File: src/rtl/packet_arbiter_pkg.sv
// rtl/packet_arbiter_pkg.sv - shared constants and FSM state encoding for the packet arbiter
package packet_arbiter_pkg;

    localparam int DEF_NUM_CH = 4;
    localparam int DEF_DATA_W = 8;
    localparam int DEF_DEPTH  = 16;

    typedef logic [0:0] arb_state_t;

    localparam arb_state_t ST_IDLE   = 1'b0;
    localparam arb_state_t ST_STREAM = 1'b1;

endpackage

File: src/rtl/pkt_fifo.sv
// rtl/pkt_fifo.sv - per-channel store-and-forward byte FIFO with packet count and overflow drop
module pkt_fifo #(
    parameter int DATA_W = 8,
    parameter int DEPTH  = 16
) (
    input  logic              clk,
    input  logic              rst,
    input  logic              wr_en,
    input  logic [DATA_W-1:0] wr_data,
    input  logic              wr_last,
    input  logic              rd_en,
    output logic [DATA_W-1:0] rd_data,
    output logic              rd_last,
    output logic              in_ready,
    output logic              pkt_avail,
    output logic              overflow
);

    localparam int AW = $clog2(DEPTH);

    logic [DATA_W:0] mem [DEPTH];
    logic [AW:0]     wr_ptr;
    logic [AW:0]     rd_ptr;
    logic [AW:0]     pkt_cnt;
    logic            discard;

    logic full;
    logic empty;
    logic write_ok;
    logic drop;
    logic pop;
    logic pkt_inc;
    logic pkt_dec;

    // Extra pointer MSB tells a wrapped-full FIFO apart from an empty one.
    assign full      = (wr_ptr[AW] != rd_ptr[AW]) && (wr_ptr[AW-1:0] == rd_ptr[AW-1:0]);
    assign empty     = (wr_ptr == rd_ptr);
    assign in_ready  = !full || discard;
    assign pkt_avail = (pkt_cnt != '0);

    assign write_ok = wr_en && !full && !discard;
    assign drop     = wr_en && full && !discard && (pkt_cnt == '0);
    assign pop      = rd_en && !empty;

    assign {rd_last, rd_data} = mem[rd_ptr[AW-1:0]];

    assign pkt_inc = write_ok && wr_last;
    assign pkt_dec = pop && rd_last;

    always_ff @(posedge clk or posedge rst) begin
        if (rst) begin
            wr_ptr   <= '0;
            rd_ptr   <= '0;
            pkt_cnt  <= '0;
            discard  <= 1'b0;
            overflow <= 1'b0;
        end else begin
            overflow <= drop;
            if (drop) begin
                // A packet too large to ever complete is flushed; the rest of it is
                // swallowed unless the dropped byte was already its end.
                wr_ptr  <= '0;
                rd_ptr  <= '0;
                pkt_cnt <= '0;
                discard <= !wr_last;
            end else begin
                if (write_ok) begin
                    wr_ptr <= wr_ptr + 1'b1;
                end
                if (pop) begin
                    rd_ptr <= rd_ptr + 1'b1;
                end
                if (pkt_inc && !pkt_dec) begin
                    pkt_cnt <= pkt_cnt + 1'b1;
                end else if (pkt_dec && !pkt_inc) begin
                    pkt_cnt <= pkt_cnt - 1'b1;
                end
                if (discard && wr_en && wr_last) begin
                    discard <= 1'b0;
                end
            end
        end
    end

    always_ff @(posedge clk) begin
        if (write_ok) begin
            mem[wr_ptr[AW-1:0]] <= {wr_last, wr_data};
        end
    end

endmodule

File: src/rtl/packet_arbiter.sv
// rtl/packet_arbiter.sv - round-robin packet-atomic arbiter over per-channel packet FIFOs
module packet_arbiter
    import packet_arbiter_pkg::*;
#(
    parameter int NUM_CH = DEF_NUM_CH,
    parameter int DATA_W = DEF_DATA_W,
    parameter int DEPTH  = DEF_DEPTH
) (
    input  logic                       clk,
    input  logic                       rst,
    input  logic [NUM_CH-1:0]          in_we,
    input  logic [NUM_CH*DATA_W-1:0]   in_data,
    input  logic [NUM_CH-1:0]          in_last,
    output logic [NUM_CH-1:0]          in_ready,
    output logic                       out_ready,
    output logic [DATA_W-1:0]          out_data,
    output logic                       out_last,
    input  logic                       out_r_en,
    output logic [$clog2(NUM_CH)-1:0]  grant_ch,
    output logic [NUM_CH-1:0]          overflow_err
);

    localparam int CH_W = $clog2(NUM_CH);

    arb_state_t          state;
    logic [CH_W-1:0]     last_grant;
    logic [CH_W-1:0]     next_ch;
    logic                found;
    logic [NUM_CH-1:0]   eligible;
    logic [NUM_CH-1:0]   fifo_rd;
    logic [NUM_CH-1:0]   ch_last;
    logic [DATA_W-1:0]   ch_data [NUM_CH];
    logic                pop;
    logic                head_last;
    logic [DATA_W-1:0]   head_data;

    for (genvar c = 0; c < NUM_CH; c++) begin : g_ch
        pkt_fifo #(
            .DATA_W (DATA_W),
            .DEPTH  (DEPTH)
        ) u_fifo (
            .clk       (clk),
            .rst       (rst),
            .wr_en     (in_we[c]),
            .wr_data   (in_data[c*DATA_W +: DATA_W]),
            .wr_last   (in_last[c]),
            .rd_en     (fifo_rd[c]),
            .rd_data   (ch_data[c]),
            .rd_last   (ch_last[c]),
            .in_ready  (in_ready[c]),
            .pkt_avail (eligible[c]),
            .overflow  (overflow_err[c])
        );
    end

    // Walk downward so the nearest channel after last_grant is the one left standing.
    always_comb begin
        int idx;
        found   = 1'b0;
        next_ch = last_grant;
        idx     = 0;
        for (int i = NUM_CH; i >= 1; i--) begin
            idx = (int'(last_grant) + i) % NUM_CH;
            if (eligible[idx[CH_W-1:0]]) begin
                found   = 1'b1;
                next_ch = idx[CH_W-1:0];
            end
        end
    end

    assign head_data = ch_data[grant_ch];
    assign head_last = ch_last[grant_ch];

    assign out_ready = (state == ST_STREAM);
    assign out_data  = out_ready ? head_data : '0;
    assign out_last  = out_ready && head_last;
    assign pop       = out_ready && out_r_en;

    always_comb begin
        fifo_rd = '0;
        for (int c = 0; c < NUM_CH; c++) begin
            fifo_rd[c] = pop && (grant_ch == CH_W'(c));
        end
    end

    always_ff @(posedge clk or posedge rst) begin
        if (rst) begin
            state      <= ST_IDLE;
            last_grant <= CH_W'(NUM_CH - 1);
            grant_ch   <= '0;
        end else begin
            case (state)
                ST_IDLE: begin
                    if (found) begin
                        grant_ch <= next_ch;
                        state    <= ST_STREAM;
                    end
                end
                ST_STREAM: begin
                    if (pop && head_last) begin
                        last_grant <= grant_ch;
                        state      <= ST_IDLE;
                    end
                end
                default: state <= ST_IDLE;
            endcase
        end
    end

endmodule

File: config.mk
export PLATFORM = sky130hd
export DESIGN_NAME = packet_arbiter
export DESIGN_NICKNAME = d
export VERILOG_FILES = /design/src/rtl/packet_arbiter_pkg.sv /design/src/rtl/pkt_fifo.sv /design/src/rtl/packet_arbiter.sv
export SDC_FILE = /design/constraint.sdc
export NUM_CORES = 1
export LEC_CHECK = 0
export CORE_MARGIN = 4
export CORE_UTILIZATION = 50
export CTS_CLUSTER_DIAMETER = 120
export DETAILED_ROUTE_END_ITERATION = 16
export PLACE_DENSITY = 0.73
export SLEW_MARGIN = 10
export SYNTH_ARGS = -nofsm -noshare
export SYNTH_HDL_FRONTEND = slang
export SYNTH_HIERARCHICAL = 1
export SYNTH_SLANG_ARGS = --single-unit
File: constraint.sdc
create_clock -name clk -period 4.4 [get_ports clk]
set_input_delay 0.66 -clock clk [delete_from_list [all_inputs] [get_ports clk]]
set_output_delay 0.66 -clock clk [all_outputs]
set_load 0.1 [all_outputs]
==> results of run 1 <==
## layout make-up
class / instances / area, um2
diodes: 3 / 7.51
clock inverters: 26 / 245
clock buffers: 95 / 1880
multi-input cells: 655 / 7550
repair buffers: 152 / 1430
well taps: 688 / 861
fillers: 3722 / 21900
inverters: 23 / 86.3
flip-flops and latches: 649 / 19100
## metal layers
| metal | part of all wire | wire, um | track usage | up-vias |
|---|---|---|---|---|
| met5 | 0.00022 | 13 | 0 | - |
| met4 | 0.029 | 1710 | 0.0609 | 2 |
| met3 | 0.086 | 5040 | 0.0575 | 125 |
| met2 | 0.48 | 28100 | 0.325 | 558 |
| met1 | 0.41 | 24000 | 0.291 | 7043 |
| li1 | - | - | - | 5880 |
## critical path, stage by stage (launching register included)
cell and delay (ns):
dfrtp_2 0.62, buf_12 0.30, mux4_2 0.57, mux4_2 0.58
mux4_1 0.51, and2_1 0.24, buf_12 0.19
## through the flow
stage	instance area, um2	setup WS (ns)	utilization	instances
floorplan	27000	0.654	-	1387
global placement	29000	0.504	0.547	2165
detailed placement	29000	0.411	0.547	2165
CTS	31200	0.0341	0.587	2286
global route	31200	0.0195	0.588	2289
finish	31200	0.102	0.588	2291
## where the power goes
group	switching (mW)	leakage [nW]	internal, mW
clock network	2.31	1.02	3.17
logic	4.35	3.45	3.61
registers	0.744	6.09	7.53
## synthesized netlist by cell type (5+ instances only)
cell type / n
nand3_1: 5
ha_1: 36
buf_2: 14
buf_1: 19
o21ai_1: 6
a21o_1: 8
a21oi_1: 24
inv_1: 21
mux2_2: 5
mux4_1: 9
o21ai_0: 6
nor2_1: 108
mux2_4: 17
xor2_1: 39
nand2b_1: 19
edfxtp_1: 576
xnor2_1: 13
nand4_1: 11
mux2i_1: 16
dfrtp_1: 71
nand2_1: 48
nor2b_1: 8
mux4_2: 172
clkbuf_1: 20
and2_1: 13
nor3_1: 26
## placed cells by master (no fill, tap or decap), drive strengths merged, types with 3 or more instances in the layout
cell           instances
a21boi                 4
dfrtp                 71
nand4                 11
nand3                  6
and2                  16
clkdlybuf4s50         49
nor4                   5
nand2b                19
or3                    4
a2bb2oi                4
mux2i                 16
o21ai                 12
diode                  3
inv                   27
edfxtp               576
nand2                 49
nor3                  30
clkbuf                95
bufinv                 3
xor2                  42
xnor2                 14
clkinv                15
mux2                  26
or2                    3
ha                    36
clkinvlp               4
a22o                   3
a21o                   8
nor2                 108
buf                  103
a21oi                 28
fa                     4
nor2b                  8
and3                   3
a31oi                  4
mux4                 181
## worst min-delay path by stage
| stage | end | depth (start not counted) | slack (ns) | start |
|---|---|---|---|---|
| floorplan | grant_ch[0]$_DFFE_PP0P_ | 1 | 0.44 | rst |
| global placement | g_ch[2].u_fifo/pkt_cnt[4]$_DFFE_PP0P_ | 1 | 0.50 | g_ch[2].u_fifo/pkt_cnt[4]$_DFFE_PP0P_ |
| detailed placement | g_ch[2].u_fifo/pkt_cnt[4]$_DFFE_PP0P_ | 1 | 0.51 | g_ch[2].u_fifo/pkt_cnt[4]$_DFFE_PP0P_ |
| CTS | g_ch[2].u_fifo/pkt_cnt[4]$_DFFE_PP0P_ | 1 | 0.53 | g_ch[2].u_fifo/pkt_cnt[4]$_DFFE_PP0P_ |
| global route | g_ch[1].u_fifo/pkt_cnt[4]$_DFFE_PP0P_ | 1 | 0.54 | g_ch[1].u_fifo/pkt_cnt[4]$_DFFE_PP0P_ |
| finish | g_ch[2].u_fifo/pkt_cnt[4]$_DFFE_PP0P_ | 1 | 0.52 | g_ch[2].u_fifo/pkt_cnt[4]$_DFFE_PP0P_ |
## kinds of logic after synthesis
group,Yosys count,synth area share
buffers and inverters,83,0.0136
DFF,649,0.707
AOI/OAI and AO/OA,71,0.0187
xor gates and xnor gates,56,0.0209
and+or+nand+nor,265,0.0490
muxes,223,0.171
adders and majority gates,40,0.0196
## sequential cells by signal (all words and copies together) (netlist names)
signal / cells
g_ch.u_fifo/overflow: 4
g_ch.u_fifo/pkt_cnt: 20
g_ch.u_fifo/rd_ptr: 20
g_ch.u_fifo/discard: 4
g_ch.u_fifo/mem: 576
grant_ch: 2
last_grant: 2
g_ch.u_fifo/wr_ptr: 20
out_ready: 1
## timing repair
action / 4_1_cts / 5_1_grt
setup endpoints to repair: 8 / 2
buffers inserted: 0 / 2
resized for setup: 3 / 0
==> flow_summary.ini, run 1 <==
[status]
outcome = finished clean

[worst_hold_path]
timing.hold.worst.class = reg -> reg

[power_and_ir_drop]
vdd_ir_drop_max_uv = 770
power-per-cell-area_mw_per_mm2 = 696
total_leakage_power_nw = 10.6
fin_total_pwr_mw = 21.7

[logic_synthesis]
syn_nets = 1470
post_synth_main_area_contributors = edfxtp_1 64%, mux4_2 14%, dfrtp_1 6.6%
synth_seq_cells = 649
synth-async-reset-ratio = 0.112
syn-cell-area_mm2 = 0.0270
synth_top_area_share = 0.639
netlist.top_cell.by_area = edfxtp_1
synth.yosys.warnings = 6
post_synth_num_cell_types = 59
synth_flop_cell = edfxtp_1
post_synth_inst_count = 1387
synth_seq_area_share = 0.707
avgSynthCellArea_um2 = 19.5
number_of_flops_mapped_to_enable_cells_by_yosys = 576

[sta]
period_share = 0.977
period_minus_slack_ns = 4.30
setup_viol_count_final = 0
fin_tns_setup_ns = 0
grt_setup_unrepaired = no
worst-slew-pin-transition_ns = 1.10
slew_headroom = 0.265
hold_ws_ns = 0.523
setup_skew_ns = 0.0165
maximum_achievable_frequency_mhz = 233
final-hold-violation-count = 0
slew_violations = 0

[global_routing]
grt_overflow = 0
first_pass_grt_wire_length_mm = 88.3
vias_in_the_first_global_route = 13917
grt.total_usage = 0.207
initial_antenna_violation_count = 4
maximum_number_of_pins_on_one_net_before_global_route_repair = 28

[critical_path]
critical_path.max_fanout = 27
rrSetupSlack_ns = 0.44
timing.critical_path.to_type = output port
cp_launch_type = register
critPathArrivalTime_ns = 3.64
worst_reg2reg_startpoint = g_ch[1].u_fifo/rd_ptr[1]$_DFFE_PP0P_
crit_start = g_ch[2].u_fifo/rd_ptr[0]$_DFFE_PP0P_
worstRegToRegCells = 12
timing.rr.end = g_ch[1].u_fifo/pkt_cnt[4]$_DFFE_PP0P_
critical_path_class = reg -> out
timing.critical_path.to = out_data[7]
critical_path_required_ns = 3.74

[clock_tree]
worstSkewPairLatency_ns = 0.60
clk_pin_slew_worst_paths_ns = 0.06
h-tree-depth = 3
tritoncts = built
cts-root-to-sink-buffers = 3
cts_made_buffers = 68
cts_hold_repair.buffers = 0
clock-sinks = 649
root_buffer = clkbuf_16

[route]
wl_mm = 58.8
route.detailed.drc = 0
detailedRoute.firstPassIterationCount = 7
ant_nets = 0
post_drt_wl_per_cell_um = 25.7
detailroute.via_count = 13608
vias_per_cell = 5.94
drt_iter0_markers = 1417

[placement]
hpwl_mm = 36.9
gpl.final_weighted_congestion = 0.788
placement.io_buffers = 62

[die]
floorplan.die.height_um = 241
core_region_area_mm2 = 0.0531
fp.dieW_um = 241
rows = 84
start_util = 0.510
io_pins = 63
dieArea_mm2 = 0.0579

[cells_and_area]
p_r_area_growth_vs_syn_pct = 15.3
post_layout_net_count = 1632
post_route_cells_drive_above_1_share = 0.266

[run]
maxCapViolCount = 0
(Power assumes the default switching activity.)
==> run 2: changes to the inputs <==
Settings changed: TNS_END_PERCENT from default to 50.
==> flow_summary.ini, run 2 (same netlist as run 1, synthesis figures left out) <==
[run]
maxCapViolCount = 0

[critical_path]
critical_path_required_ns = 3.74
cpLargestDelayFamily = multiplexers
worst_reg2reg_startpoint = g_ch[1].u_fifo/rd_ptr[1]$_DFFE_PP0P_
cp_cell_sequence = buf_12 -> mux4_2 -> mux4_2 -> mux4_1 -> and2_1 -> buf_12
timing.rr.end = g_ch[1].u_fifo/pkt_cnt[4]$_DFFE_PP0P_
critical_path_class = reg -> out
timing.critical_path.buf_inv = 2
critical-path-slowest-cell = dfrtp_2
critPathArrivalTime_ns = 3.62
cpPeakStageDelay_ns = 0.62
critical_path.max_fanout = 27
rrSetupSlack_ns = 0.44
worstRegToRegCells = 12
timing.critical_path.to_type = output port
cp_launch_type = register

[placement]
placement.io_buffers = 62
hpwl_mm = 36.9
place_inst = 2165
placement.cell_area_mm2 = 0.0290
gpl.final_weighted_congestion = 0.788

[global_routing]
initial_antenna_violation_count = 4
grt.total_usage = 0.207
vias_in_the_first_global_route = 13917
grt_overflow = 0
maximum_number_of_pins_on_one_net_before_global_route_repair = 28
first_pass_grt_wire_length_mm = 88.3

[route]
ant_nets = 0
top_layer = met5
met2WireLength_mm = 28.1
m1WireLength_mm = 23.7
wl_mm = 58.6
route.detailed.drc = 0
drt_iter0_markers = 1400
detailroute.wirelength.met3_mm = 5.12
vias_per_cell = 5.92
post_drt_wl_per_cell_um = 25.6
detailedRoute.firstPassIterationCount = 6
detailroute.via_count = 13558

[sta]
slew_violations = 0
setup_skew_ns = 0.0172
slew_headroom = 0.266
worst-slew-pin-transition_ns = 1.10
maximum_achievable_frequency_mhz = 234
fin_tns_setup_ns = 0
final-hold-violation-count = 0
setup_viol_count_final = 0
period_share = 0.973
period_minus_slack_ns = 4.28
grt_setup_unrepaired = no

[cells_and_area]
post_route_cells_drive_above_1_share = 0.265
final_design_area_no_fill_mm2 = 0.0312
fin_util = 0.588
final_cells = 2290
p_r_area_growth_vs_syn_pct = 15.3
max_ffs_per_register = 576
layout.cells.most_common = edfxtp_1
filler_cell_count = 3719
layout_common_cells = 576 x edfxtp_1, 172 x mux4_2, 108 x nor2_1, 88 x buf_4, 70 x clkbuf_16
post_layout_net_count = 1631

[clock_tree]
cts_made_buffers = 68
worstSkewPairLatency_ns = 0.60
root_buffer = clkbuf_16
clk_pin_slew_worst_paths_ns = 0.06
cts-root-to-sink-buffers = 3
tritoncts = built
clock-sinks = 649
h-tree-depth = 3
cts_hold_repair.buffers = 0

[power_and_ir_drop]
power-per-cell-area_mw_per_mm2 = 696
total_leakage_power_nw = 10.6
vdd_ir_drop_max_uv = 770
fin_total_pwr_mw = 21.7

[die]
io_pins = 63
core_region_area_mm2 = 0.0531
fp.dieW_um = 241
start_util = 0.510
floorplan.die.height_um = 241
dieArea_mm2 = 0.0579
rows = 84

[worst_hold_path]
worstHoldStart = g_ch[2].u_fifo/pkt_cnt[4]$_DFFE_PP0P_
hold_path_end = g_ch[2].u_fifo/pkt_cnt[4]$_DFFE_PP0P_
timing.hold.worst.class = reg -> reg
hold_path_depth = 1

[status]
outcome = finished clean
## run 2: metrics by stage
step	setup WS [ns]	hold slack, ns
2_1_floorplan	0.654	0.437
3_3_place_gp	0.504	0.505
3_5_place_dp	0.411	0.515
4_1_cts	0.0341	0.527
5_1_grt	0.0195	0.545
6_report	0.119	0.523
## run 2: timing repair
action                                  CTS  global route
resized for setup                         3             1
buffers inserted                          0             1
endpoints found under the setup margin    8             2
pin swaps                                 0             0
## run 2: how the worst max path moves through the flow
stage	from	end	depth (start not counted)
5_1_grt	g_ch[2].u_fifo/rd_ptr[0]$_DFFE_PP0P_	out_data[7]	6
6_report	g_ch[2].u_fifo/rd_ptr[0]$_DFFE_PP0P_	out_data[7]	6
4_1_cts	g_ch[1].u_fifo/rd_ptr[0]$_DFFE_PP0P_	out_data[5]	6
2_1_floorplan	g_ch[1].u_fifo/rd_ptr[0]$_DFFE_PP0P_	out_data[7]	6
3_5_place_dp	out_r_en	g_ch[2].u_fifo/pkt_cnt[4]$_DFFE_PP0P_	12
3_3_place_gp	out_r_en	g_ch[2].u_fifo/pkt_cnt[4]$_DFFE_PP0P_	12
## run 2: power breakdown
group / internal, mW / switching (mW) / total, mW / leakage [nW]
logic: 3.60 / 4.33 / 7.93 / 3.44
registers: 7.53 / 0.759 / 8.29 / 6.09
clock network: 3.17 / 2.30 / 5.47 / 1.02
## run 2: final cells by class
class	instances	area (um2)	share of cell area
Tap cell	688	861	0.0276
Clock buffer	95	1880	0.0601
Sequential cell	649	19100	0.614
Inverter	23	86.3	0.00277
Timing Repair Buffer	151	1420	0.0455
Multi-Input combinational cell	655	7550	0.242
Antenna cell	3	7.51	0.000241
Clock inverter	26	245	0.00786
## run 2: layer usage
metal,up-vias,global-route usage
met5,-,0
met4,2,0.0609
met3,116,0.0575
met2,552,0.325
met1,7015,0.291
li1,5873,-
